File: src/rtl/dmem_pkg.sv
// -----------------------------------------------------------------------------
// dmem_pkg
// Shared definitions for the data-memory arbiter and its address decoder:
// access size encodings, the memory map (DMEM window and UART TX address),
// and the access_t bundle describing one requester's access.
// -----------------------------------------------------------------------------
package dmem_pkg;

  // Access size encodings as carried on mN_size / mem_*_size. 2'b11 is illegal.
  localparam logic [1:0] SZ_B = 2'b00;
  localparam logic [1:0] SZ_H = 2'b01;
  localparam logic [1:0] SZ_W = 2'b10;

  // Memory map defaults.
  localparam logic [31:0] DMEM_BASE      = 32'h1000_0000;
  localparam int          DMEM_SIZE_LOG2 = 17;
  localparam logic [31:0] UART_ADDR      = 32'h2000_0000;

  // One access as presented by a requester.
  typedef struct packed {
    logic        we;
    logic [31:0] addr;
    logic [31:0] wdata;
    logic [1:0]  size;
    logic        is_signed;
  } access_t;

endpackage

File: src/rtl/dmem_arbiter_if.sv
// -----------------------------------------------------------------------------
// dmem_arbiter_if
// One requester port of the data-memory arbiter.
//   req/we/addr/wdata/size/sgn/lock : request, held stable by the requester
//                                     until gnt
//   gnt                             : request accepted this cycle
//   rvalid/rdata/err                : response, one cycle after the grant
// modport master : the requester (load/store unit, loader, DMA)
// modport slave  : the arbiter
// -----------------------------------------------------------------------------
interface dmem_arbiter_if;

  logic        req;
  logic        we;
  logic [31:0] addr;
  logic [31:0] wdata;
  logic [1:0]  size;
  logic        sgn;
  logic        lock;
  logic        gnt;
  logic        rvalid;
  logic [31:0] rdata;
  logic        err;

  modport master (
    output req, we, addr, wdata, size, sgn, lock,
    input  gnt, rvalid, rdata, err
  );

  modport slave (
    input  req, we, addr, wdata, size, sgn, lock,
    output gnt, rvalid, rdata, err
  );

endinterface

File: src/rtl/dmem_addr_check.sv
// -----------------------------------------------------------------------------
// dmem_addr_check
// Purely combinational legality check and decode for one access.
//   addr    in  32  byte address
//   size    in   2  access size (SZ_B/SZ_H/SZ_W)
//   we      in   1  1=store, 0=load
//   in_dmem out  1  address falls in the DMEM window
//   is_uart out  1  address is the UART TX register
//   err     out  1  access must be rejected (unmapped, UART load, bad size,
//                   misaligned half/word)
// -----------------------------------------------------------------------------
module dmem_addr_check
  import dmem_pkg::*;
#(
  parameter logic [31:0] BASE      = 32'h1000_0000,
  parameter int          SIZE_LOG2 = 17,
  parameter logic [31:0] UART      = 32'h2000_0000
) (
  input  logic [31:0] addr,
  input  logic [1:0]  size,
  input  logic        we,
  output logic        in_dmem,
  output logic        is_uart,
  output logic        err
);

  logic bad_size;
  logic misaligned;

  // The DMEM window is naturally aligned, so only the bits above the window
  // size need to match the base.
  assign in_dmem = (addr[31:SIZE_LOG2] == BASE[31:SIZE_LOG2]);
  assign is_uart = (addr == UART);

  assign bad_size   = (size == 2'b11);
  assign misaligned = ((size == SZ_H) && addr[0]) ||
                      ((size == SZ_W) && (addr[1:0] != 2'b00));

  assign err = (!in_dmem && !is_uart) || (is_uart && !we) || bad_size || misaligned;

endmodule

File: src/rtl/dmem_arbiter.sv
// -----------------------------------------------------------------------------
// dmem_arbiter
// Two-requester round-robin arbiter in front of the single-ported DMEM/UART
// block, with per-port lock for read-modify-write sequences. Illegal accesses
// are granted but never issued; they complete with err.
//   clk, rst         : clock, asynchronous active-high reset
//   m0, m1           : requester ports (m0 = load/store unit, m1 = loader/DMA)
//   mem_read/write   : memory strobes, asserted in the grant cycle
//   mem_addr/wdata   : address and right-aligned store data of the winner
//   mem_load_signed, mem_load_size, mem_store_size : access qualifiers
//   mem_rdata        : load data, valid during the response cycle
// A one-stage response pipeline returns rvalid/rdata/err to the granted port
// one cycle after the grant.
// -----------------------------------------------------------------------------
module dmem_arbiter #(
  parameter logic [31:0] DMEM_BASE      = dmem_pkg::DMEM_BASE,
  parameter int          DMEM_SIZE_LOG2 = dmem_pkg::DMEM_SIZE_LOG2,
  parameter logic [31:0] UART_ADDR      = dmem_pkg::UART_ADDR
) (
  input  logic                 clk,
  input  logic                 rst,
  dmem_arbiter_if.slave        m0,
  dmem_arbiter_if.slave        m1,
  output logic                 mem_read,
  output logic                 mem_write,
  output logic [31:0]          mem_addr,
  output logic [31:0]          mem_wdata,
  output logic                 mem_load_signed,
  output logic [1:0]           mem_load_size,
  output logic [1:0]           mem_store_size,
  input  logic [31:0]          mem_rdata
);

  // Arbitration state.
  logic rr_ptr;       // port that wins the next contended cycle
  logic lock_valid;   // a lock is held
  logic lock_port;    // port holding the lock

  // Response pipeline stage.
  logic resp_valid;
  logic resp_port;
  logic resp_load;
  logic resp_err;

  // Grant decision.
  logic                 gnt_valid;
  logic                 gnt_port;
  logic [1:0]           req;
  dmem_pkg::access_t    win;
  logic                 win_lock;

  logic chk_in_dmem;
  logic chk_is_uart;
  logic chk_err;
  logic issue;

  assign req = {m1.req, m0.req};

  // NOTE: every signal assigned in an always_comb gets a default at the top
  // so no path leaves it unassigned, which would infer a latch.
  always_comb begin
    gnt_valid = 1'b0;
    gnt_port  = 1'b0;
    if (!rst) begin
      if (lock_valid && req[lock_port]) begin
        gnt_valid = 1'b1;
        gnt_port  = lock_port;
      end else begin
        unique case (req)
          2'b01:   begin gnt_valid = 1'b1; gnt_port = 1'b0;   end
          2'b10:   begin gnt_valid = 1'b1; gnt_port = 1'b1;   end
          2'b11:   begin gnt_valid = 1'b1; gnt_port = rr_ptr; end
          default: begin gnt_valid = 1'b0; gnt_port = 1'b0;   end
        endcase
      end
    end
  end

  // Winner's access. When idle this still selects m0; nothing downstream
  // looks at it unless gnt_valid is set.
  always_comb begin
    if (gnt_port) begin
      win      = '{we: m1.we, addr: m1.addr, wdata: m1.wdata, size: m1.size, is_signed: m1.sgn};
      win_lock = m1.lock;
    end else begin
      win      = '{we: m0.we, addr: m0.addr, wdata: m0.wdata, size: m0.size, is_signed: m0.sgn};
      win_lock = m0.lock;
    end
  end

  dmem_addr_check #(
    .BASE      (DMEM_BASE),
    .SIZE_LOG2 (DMEM_SIZE_LOG2),
    .UART      (UART_ADDR)
  ) u_addr_check (
    .addr    (win.addr),
    .size    (win.size),
    .we      (win.we),
    .in_dmem (chk_in_dmem),
    .is_uart (chk_is_uart),
    .err     (chk_err)
  );

  // Only a legal, mapped access reaches the memory; rejected ones still get
  // their gnt pulse but leave the memory interface idle.
  assign issue = gnt_valid && !chk_err && (chk_in_dmem || chk_is_uart);

  assign m0.gnt = gnt_valid && !gnt_port;
  assign m1.gnt = gnt_valid &&  gnt_port;

  assign mem_read        = issue && !win.we;
  assign mem_write       = issue &&  win.we;
  assign mem_addr        = issue ? win.addr : 32'h0;
  assign mem_wdata       = (issue && win.we) ? win.wdata : 32'h0;
  assign mem_load_signed = issue ? win.is_signed : 1'b0;
  assign mem_load_size   = issue ? win.size : 2'b00;
  assign mem_store_size  = issue ? win.size : 2'b00;

  // NOTE: state registers use non-blocking assignments so every flop samples
  // the pre-edge values, independent of statement order.
  always_ff @(posedge clk or posedge rst) begin
    if (rst) begin
      rr_ptr     <= 1'b0;
      lock_valid <= 1'b0;
      lock_port  <= 1'b0;
      resp_valid <= 1'b0;
      resp_port  <= 1'b0;
      resp_load  <= 1'b0;
      resp_err   <= 1'b0;
    end else begin
      // A lock survives only while its owner keeps being granted; an owner
      // that drops req loses it on the same edge.
      lock_valid <= gnt_valid && win_lock;
      if (gnt_valid) begin
        rr_ptr    <= ~gnt_port;
        lock_port <= gnt_port;
      end
      resp_valid <= gnt_valid;
      resp_port  <= gnt_port;
      resp_load  <= !win.we;
      resp_err   <= chk_err;
    end
  end

  // Response routing. Load data flows straight from the memory during the
  // response cycle; stores and rejected accesses return zero.
  logic resp_data_ok;
  assign resp_data_ok = resp_valid && resp_load && !resp_err;

  assign m0.rvalid = resp_valid && !resp_port;
  assign m1.rvalid = resp_valid &&  resp_port;
  assign m0.err    = resp_valid && !resp_port && resp_err;
  assign m1.err    = resp_valid &&  resp_port && resp_err;
  assign m0.rdata  = (resp_data_ok && !resp_port) ? mem_rdata : 32'h0;
  assign m1.rdata  = (resp_data_ok &&  resp_port) ? mem_rdata : 32'h0;

endmodule

File: src/flat_wrapper.sv
// flat-port wrapper written by rule: the top's interface ports become plain ports
module dmem_arbiter_flat 
#(
  parameter logic [31:0] DMEM_BASE      = dmem_pkg::DMEM_BASE,
  parameter int          DMEM_SIZE_LOG2 = dmem_pkg::DMEM_SIZE_LOG2,
  parameter logic [31:0] UART_ADDR      = dmem_pkg::UART_ADDR
)
  (clk, rst, mem_read, mem_write, mem_addr, mem_wdata, mem_load_signed, mem_load_size, mem_store_size, mem_rdata, m0_req, m0_we, m0_addr, m0_wdata, m0_size, m0_sgn, m0_lock, m0_gnt, m0_rvalid, m0_rdata, m0_err, m1_req, m1_we, m1_addr, m1_wdata, m1_size, m1_sgn, m1_lock, m1_gnt, m1_rvalid, m1_rdata, m1_err);
  dmem_arbiter_if m0_i ();
  dmem_arbiter_if m1_i ();
  input  logic clk;
  input  logic rst;
  output logic mem_read;
  output logic mem_write;
  output logic [31:0] mem_addr;
  output logic [31:0] mem_wdata;
  output logic mem_load_signed;
  output logic [1:0] mem_load_size;
  output logic [1:0] mem_store_size;
  input  logic [31:0] mem_rdata;
  input wire logic [$bits(m0_i.req)-1:0] m0_req;
  input wire logic [$bits(m0_i.we)-1:0] m0_we;
  input wire logic [$bits(m0_i.addr)-1:0] m0_addr;
  input wire logic [$bits(m0_i.wdata)-1:0] m0_wdata;
  input wire logic [$bits(m0_i.size)-1:0] m0_size;
  input wire logic [$bits(m0_i.sgn)-1:0] m0_sgn;
  input wire logic [$bits(m0_i.lock)-1:0] m0_lock;
  output wire logic [$bits(m0_i.gnt)-1:0] m0_gnt;
  output wire logic [$bits(m0_i.rvalid)-1:0] m0_rvalid;
  output wire logic [$bits(m0_i.rdata)-1:0] m0_rdata;
  output wire logic [$bits(m0_i.err)-1:0] m0_err;
  input wire logic [$bits(m1_i.req)-1:0] m1_req;
  input wire logic [$bits(m1_i.we)-1:0] m1_we;
  input wire logic [$bits(m1_i.addr)-1:0] m1_addr;
  input wire logic [$bits(m1_i.wdata)-1:0] m1_wdata;
  input wire logic [$bits(m1_i.size)-1:0] m1_size;
  input wire logic [$bits(m1_i.sgn)-1:0] m1_sgn;
  input wire logic [$bits(m1_i.lock)-1:0] m1_lock;
  output wire logic [$bits(m1_i.gnt)-1:0] m1_gnt;
  output wire logic [$bits(m1_i.rvalid)-1:0] m1_rvalid;
  output wire logic [$bits(m1_i.rdata)-1:0] m1_rdata;
  output wire logic [$bits(m1_i.err)-1:0] m1_err;
  assign m0_i.req = m0_req;
  assign m0_i.we = m0_we;
  assign m0_i.addr = m0_addr;
  assign m0_i.wdata = m0_wdata;
  assign m0_i.size = m0_size;
  assign m0_i.sgn = m0_sgn;
  assign m0_i.lock = m0_lock;
  assign m0_gnt = m0_i.gnt;
  assign m0_rvalid = m0_i.rvalid;
  assign m0_rdata = m0_i.rdata;
  assign m0_err = m0_i.err;
  assign m1_i.req = m1_req;
  assign m1_i.we = m1_we;
  assign m1_i.addr = m1_addr;
  assign m1_i.wdata = m1_wdata;
  assign m1_i.size = m1_size;
  assign m1_i.sgn = m1_sgn;
  assign m1_i.lock = m1_lock;
  assign m1_gnt = m1_i.gnt;
  assign m1_rvalid = m1_i.rvalid;
  assign m1_rdata = m1_i.rdata;
  assign m1_err = m1_i.err;
  dmem_arbiter #(.DMEM_BASE(DMEM_BASE), .DMEM_SIZE_LOG2(DMEM_SIZE_LOG2), .UART_ADDR(UART_ADDR)) u_core (.clk(clk), .rst(rst), .m0(m0_i), .m1(m1_i), .mem_read(mem_read), .mem_write(mem_write), .mem_addr(mem_addr), .mem_wdata(mem_wdata), .mem_load_signed(mem_load_signed), .mem_load_size(mem_load_size), .mem_store_size(mem_store_size), .mem_rdata(mem_rdata));
endmodule
File: config.mk
export PLATFORM = sky130hd
export DESIGN_NAME = dmem_arbiter_flat
export DESIGN_NICKNAME = d
export VERILOG_FILES = /design/src/rtl/dmem_pkg.sv /design/src/rtl/dmem_arbiter_if.sv /design/src/rtl/dmem_addr_check.sv /design/src/rtl/dmem_arbiter.sv /design/src/flat_wrapper.sv
export SDC_FILE = /design/constraint.sdc
export NUM_CORES = 1
export LEC_CHECK = 0
export ABC_AREA = 1
export CORE_AREA = 4 4 119 121
export DETAILED_ROUTE_END_ITERATION = 8
export DIE_AREA = 0 0 123 125
export SETUP_SLACK_MARGIN = 0.02
export SLEW_MARGIN = 20
export SYNTH_ARGS = -nofsm -noshare
export SYNTH_HDL_FRONTEND = slang
export SYNTH_SLANG_ARGS = --single-unit
File: constraint.sdc
create_clock -name clk -period 2.4 [get_ports clk]
set_clock_uncertainty 0.15 [all_clocks]
set_input_delay 0.24 -clock clk [delete_from_list [all_inputs] [get_ports clk]]
set_output_delay 0.24 -clock clk [all_outputs]
set_load 0.005 [all_outputs]
==> results of run 1 <==
-- cell usage in the layout (no fill, tap or decap), drive strengths merged --
| cell type | count |
|---|---|
| or2 | 1 |
| clkinv | 1 |
| conb | 13 |
| clkdlybuf4s50 | 239 |
| dlygate4sd2 | 4 |
| o21ai | 10 |
| nand4 | 2 |
| nor3b | 1 |
| inv | 77 |
| nand3 | 9 |
| nor2 | 100 |
| a21oi | 4 |
| buf | 58 |
| dfrtp | 7 |
| a22o | 1 |
| mux2i | 32 |
| nand3b | 22 |
| nor3 | 33 |
| clkbuf | 48 |
| nand2 | 93 |
-- metrics by stage --
| stage | setup TNS (ns) | worst slack [ns] |
|---|---|---|
| 6_report | -29.64 | -0.5635 |
| 5_1_grt | -41.85 | -0.7795 |
| 4_1_cts | -35.38 | -0.6850 |
| 3_5_place_dp | -56.72 | -1.108 |
| 3_3_place_gp | -56.93 | -1.032 |
| 2_1_floorplan | 0 | 0.02702 |
-- layer usage --
layer  routed length (µm)  part of all wire (%)  global-route usage [%]
met5                    0                     0                       0
met4                  236                   1.7                   3.388
met3                 1554                    11                   4.381
met2                 7172                    53                   31.07
met1                 4692                    34                   17.28
-- final timing paths --
check / slack (ns) / end / startpoint / depth (start not counted)
worst max-delay path: -0.56 / mem_store_size[0] / u_core.lock_valid$_DFF_PP0_ / 18
worst min-delay path: 0.08 / u_core.lock_valid$_DFF_PP0_ / rst / 3
worst max register to register: 0.35 / u_core.resp_err$_DFF_PP0_ / u_core.lock_valid$_DFF_PP0_ / 13
worst min register to register: 0.34 / u_core.lock_port$_DFFE_PP0P_ / u_core.lock_port$_DFFE_PP0P_ / 2
max in group asynchronous: 1.91 / u_core.resp_err$_DFF_PP0_ / rst / 3
min in group clk: 0.34 / u_core.lock_port$_DFFE_PP0P_ / u_core.lock_port$_DFFE_PP0P_ / 2
-- layout make-up --
class,instances,share of cell area [%]
timing repair buffer,345,55.24
multi-input combinational,321,31.79
inverter,78,4.952
tap,176,3.725
sequential,7,2.963
clock buffer,4,1.333
-- power groups by stage --
stage	registers, mW	clock network, mW	logic [mW]
finish	0.135	0.280	0.718
global route	0.136	0.293	0.777
CTS	0.134	0.286	0.701
detailed placement	0.135	0	0.648
global placement	0.135	0	0.640
floorplan	0.134	0	0.271
-- logic make-up (layout without fill, tap and decap cells) --
kind of cell / after synthesis / in the layout
and+or+nand+nor: 261 / 261
muxes: 32 / 32
DFF: 7 / 7
other: 1 / 13
AOI/OAI and AO/OA: 15 / 15
buffers and inverters: 120 / 427
-- repair_timing --
| item | in CTS | in global routing |
|---|---|---|
| gates cloned | 4 | 2 |
| setup endpoints to repair | 60 | 59 |
| gates resized for setup | 137 | 129 |
| buffers inserted | 4 | 1 |
| pin swaps | 4 | 10 |
| hold buffers | 0 | 0 |
-- state kept, by name, summed over array words and instances (netlist names) --
signal / flops
u_core.resp_port: 1
u_core.rr_ptr: 1
u_core.lock_port: 1
u_core.lock_valid: 1
u_core.resp_err: 1
u_core.resp_valid: 1
u_core.resp_load: 1
-- worst register-to-register path, cell delays in order, from the launching register on --
cell and delay, ns:
dfrtp_1 0.39, nand2_2 0.10, nand3_4 0.12, nand2_8 0.16
clkbuf_16 0.19, nand2_1 0.07, nand2_1 0.08, nand2_1 0.06
nor2_1 0.11, nand2_1 0.07, nor2_2 0.12, nand2_1 0.06
nand2_1 0.07, nand3_1 0.13
==> results_dict.tcl, run 1 <==
set metrics [dict create \
    outcome "finished, violations left" \
    violations "negative setup slack" \
    finish.cell_count_without_fillers 931 \
    synthCells 436 \
    final_net_count 930 \
    layout.core_utilization_pct 45.18 \
    die_w_um 123 \
    num_vias 3896 \
    number_of_global_route_vias_before_repair 3954 \
    die_area_mm2 0.01538 \
    power_density_mw_per_mm2 191.7 \
    synth_top_cell_area_share_pct 15.11 \
    seq_area_frac_synth_pct 7.194 \
    critPathMostFrequentCell "nand2_1" \
    detail_route.wl_per_cell_um 14.67 \
    vdd_ir_drop_max_mv 0.1810 \
    final_routed_drc_violation_total 0 \
    cpMaxStageDelayCell "dfrtp_1" \
    cap_violations 0 \
    setup_violations 58 \
    cellLeakagePower_nw 3.033 \
    clock_path_buffers 2 \
    gp_routability_congestion 0.8595 \
    drive_gt1_share_pct 22.52 \
    p_comb_share_pct 63.4 \
    worst-path-buf-inv 5 \
    final.setup.worst_slack_ns -0.5635 \
    ys_async_sr_fraction_pct 100.0 \
    synth.lib_cells_used.distinct 30 \
    synthesized_area_fraction_occupied_by_adder_cells_pct 0 \
    htree_num_levels 1 \
    fillers 1337 \
    compound_cell_area_share_of_the_yosys_netlist_pct 3.392 \
    synth_flop_cell "dfrtp_1" \
    grtUsageTotal_pct 16.15 \
    worst_slew_margin_rel_pct 62.93 \
    antenna_violations_before_repair 0 \
    placeable_core_region_mm2 0.01309 \
    grt_pass1_wl_um 20100 \
    post_synth_mux_area_share_pct 13.16 \
    crit_path_start_kind "flop" \
    critPathMaxFanout 9 \
    multiInputGateArea_mm2 0.001879 \
    post_synth_xor_area_fraction_pct 0 \
    viasPerCell 4.185 \
    insertion_delay_ns 0.23 \
    edff_count_synth 0 \
    final_antenna_diode_count 0 \
    fp.dieH_um 125 \
    final_report_max_slew_violation_count 0 \
    endpoint_kind "output pin" \
    post_synth_and_or_nand_nor_area_fraction_pct 51.95 \
    combinational_family_with_the_most_area_after_synthesis "simple AND/OR/NAND/NOR gates" \
    max_stage_delay_ns 0.39 \
    ys.warnings.count 0 \
    power_switching_share_pct 31.42 \
    placedCellCount 917 \
    drt_first_pass_iters 5 \
    worst_hold_slack_ns 0.07574 \
    slew_of_the_pin_with_the_lowest_slew_margin_ns 0.5560 \
    final-seq-area_um2 175.2 \
    pin_count 315 \
    placement.io_buffers 301 \
    grt_start_max_net_pins 35 \
    syn_avg_cell_area_um2 5.584 \
    max_freq_ghz 0.3374 \
    std_cell_rows 42 \
    clock_sink_count 7 \
    ant_nets 0 \
    rsz0062_at_grt "true" \
    clock_power_share_pct 24.7 \
    synth_most_common_cell "nor2_1" \
    cts-buffers-inserted 3 \
    cts_tree "built" \
    p_total_mw 1.133 \
    class_of_the_worst_hold_path "in2async" \
    seqPwrFrac_pct 11.9 \
    ys_top_cells_by_area "nor2_1, nand2_1, mux2i_1, inv_1, nor3_2" \
    post_synthesis_register_bit_count 7 \
    cts.clk_slew.worst_paths_ns 0.04 \
    grt-ovfl-total 0 \
    min_period_ns 2.964 \
    final_worst_path_cycle_share_pct 123.5 \
    timing.final.hold_violations 0 \
    syn_area_mm2 0.002435 \
    dpl.hpwl_um 11230 \
    setup.worst_path.class "reg2out" \
    wl_um 13660 \
    dpl-instance-area_mm2 0.005703 \
    drt_first_iter_violations 132 \
    power.internal_uw 777.3 \
    finish.instance_area_mm2 0.005912 \
    area_growth_syn_to_layout_pct 142.8 \
    clk_root_buffer_cell "clkbuf_16" \
    power_switching_uw 356.1 \
    worstPathArrival_ns 2.57 \
    worstPathRequired_ns 2.01 \
    synthDominantAreaCellType "nor2_1" \
    initial_utilization_pct 18.61 \
    path_delay_family "simple AND/OR/NAND/NOR gates" \
    post_synth_most_frequent_cells "nor2_1, nand2_1, inv_1" \
    timing.critical_path.cells "nand2_2 -> nand3_4 -> nand2_8 -> clkbuf_16 -> nand2_1 -> nand2_1 -> nand2_1 -> nor2_1 -> nand2_1 -> nor2_2 -> nand2_1 -> nand2_1 -> nand4_1 -> buf_6 -> buf_12 -> nor2_4 -> buf_6 -> buf_6" \
]
No activity file was read; power rests on OpenSTA's default activity.
==> inputs of run 2 (changes only) <==
--- a/config.mk
+++ b/config.mk
@@ -6,6 +6,7 @@
 export NUM_CORES = 1
 export LEC_CHECK = 0
 export ABC_AREA = 1
+export ABC_CLOCK_PERIOD_IN_PS = 2400
 export CORE_AREA = 4 4 119 121
 export DETAILED_ROUTE_END_ITERATION = 8
 export DIE_AREA = 0 0 123 125
==> results of run 2 <==
Same layout as run 1: the final DEF is identical, and so are final timing and power.
==> inputs of run 3 (changes only) <==
--- a/config.mk
+++ b/config.mk
@@ -11,7 +11,6 @@
 export DETAILED_ROUTE_END_ITERATION = 8
 export DIE_AREA = 0 0 123 125
 export SETUP_SLACK_MARGIN = 0.02
-export SLEW_MARGIN = 20
 export SYNTH_ARGS = -nofsm -noshare
 export SYNTH_HDL_FRONTEND = slang
 export SYNTH_SLANG_ARGS = --single-unit
==> results of run 3 <==
Same layout as run 1: the final DEF is identical, and so are final timing and power.
==> RTL change: new RTL, config.mk and constraints of run 1 <==
Reset style: synchronous (`rst`), changed in one clocked block. Comments in the files are not updated.
--- a/src/rtl/dmem_arbiter.sv
+++ b/src/rtl/dmem_arbiter.sv
@@ -119,5 +119,5 @@
   // NOTE: state registers use non-blocking assignments so every flop samples
   // the pre-edge values, independent of statement order.
-  always_ff @(posedge clk or posedge rst) begin
+  always_ff @(posedge clk) begin
     if (rst) begin
       rr_ptr     <= 1'b0;
Formal check against the unedited RTL: differs if rst is asserted again (counterexample within 4 cycles, from zero or initial values and one cycle with rst high); with rst held inactive, the same outputs for 10 cycles.
==> RTL change against run 1 <==
- the run still ends with setup timing left
- cell area up 5.7%
- fmax increased by 2.0%
- sequential power decreased by 4%
- setup slack better by 0.059 ns
- sequential share of layout area is 0.70 points lower
- wire length rose by 1.7%
- register-to-register slack gained 0.07 ns
- power increased by 0.70%
- synthesized cell count grew 1.4%
- utilization grew 2.6 points
- area after synthesis is 2.3% lower
- sequential cell count stayed put
- critical endpoint is now mem_wdata[14]
==> RTL change: results (changes against run 1) <==
[timing]
slew_headroom_pct=52.7  ; was 62.9%
setup_slack_ns=-0.505  ; was -0.564 ns
fin_tns_setup_ns=-25.71  ; was -29.64 ns
setup_viol=58  ; unchanged

[routing]
drt_iter0_markers=92  ; was 132
drt_first_pass_iters=4  ; was 5
antenna_left=0  ; unchanged
dr_total_vias=3907  ; was 3,896
wl_mm=13.9  ; was 13.7 mm

[clocking]
cts_resized=304  ; was 137
cts_setup_buffers=12  ; was 4
clockBufferDepth=2  ; unchanged
clock_latency_ns=0.23  ; about the same
numCtsBuffers=3  ; unchanged

[placement]
post-place-ws_ns=-1.10  ; was -1.11 ns
gp_congestion=0.837  ; was 0.860
dpl_cell_area_mm2=0.00577  ; was 0.00570 mm²
dp_cells=934  ; was 917
hpwl_mm=11.3  ; was 11.2 mm

[layout]
clock_buffers=4  ; unchanged
fill_cells=1322  ; was 1,337
fin_cells=958  ; was 931
layout-drive-gt1-share_pct=26.7  ; was 22.5%
nNonClkBuffers=363  ; was 345
final-nonclk-buf-share_pct=54.8  ; was 55.2%
seq_cells=7  ; unchanged
multi_input_area_mm2=0.00207  ; was 0.00188 mm²
diodes=2  ; was 0
multi_input_gates=326  ; was 321
clkCellAreaFrac_pct=1.26  ; was 1.33%
seq_area_share_pct=2.26  ; was 2.96%
n_all_inverters=80  ; was 78

[global_route]
antenna_found_initial=2  ; was 0
grt_pass1_wl_mm=20.6  ; was 20.1 mm
grt_pass1_vias=4002  ; was 3,954
grt_max_degree=34  ; was 35
grt_use_total_pct=16.7  ; was 16.1%

[yosys]
yosys-top-cells-area=nor2_1, nand2_1, mux2i_1  ; unchanged
synth_top_flop_cell=dfxtp_1  ; was dfrtp_1
yosys-top-cells-count=nor2_1, nand2_1, inv_1  ; unchanged
ys_types=28  ; was 30
syn_inst=442  ; was 436
yosysSeqAreaShare_pct=5.89  ; was 7.19%
ys_warn_count=0  ; unchanged
async_reset_ff_share_pct=0  ; was 100%

[hold_path]
hp-class=register to register  ; was input pin to asynchronous set/reset pin

[worst_setup_path]
crit_type=register to primary output  ; unchanged
cp_top_family=simple AND/OR/NAND/NOR gates  ; unchanged
slowest_stage=dfxtp_2  ; was dfrtp_1
timing.rr.start=u_core.lock_valid  ; unchanged
cp_max_fo=6  ; was 9
arrival_ns=2.51  ; was 2.57 ns
slowest_delay_ns=0.33  ; was 0.39 ns

[power]
vdd_drop_max_mv=0.137  ; was 0.181 mV
cellLeakagePower_nw=3.20  ; was 3.03 nW
power_density_mw_per_mm2=183  ; was 192 mW/mm²

[outcome]
violations=setup timing  ; unchanged
status=finished, violations left  ; unchanged

[floorplan]
die-area_mm2=0.0154  ; unchanged

RTL change: routing by layer:
metal	track usage [%]	share of wire [%]	up-vias
met3	3.75	9.4	16
met5	0	0.058	-
li1	-	-	1999
met4	3.78	1.5	2
met2	32.2	53	177
met1	18.1	36	1713
RTL change: cells by family after synthesis:
kind of cell	share of synthesized area, %
other	0.158
DFF	5.89
buffers and inverters	24.1
and+or+nand+nor	53.1
AOI/OAI and AO/OA	3.26
muxes	13.5
RTL change: tightest hold or removal path, stage by stage (launching register included):
cell and delay [ns]:
dfxtp_1 0.32, nand2_1 0.08, a21oi_1 0.06
RTL change: report_power, final:
part	internal, W	total, W	switching, W
clock	0.000221	0.000283	0.0000616
combinational	0.000431	0.000729	0.000298
sequential	0.000125	0.000130	0.00000488
RTL change: final timing paths:
path	cells past startpoint	slack (ns)	to
setup / recovery	20	-0.50	mem_wdata[14]
hold / removal	2	0.36	u_core.lock_port
setup reg to reg	17	0.42	u_core.resp_err
hold reg to reg	2	0.36	u_core.lock_port
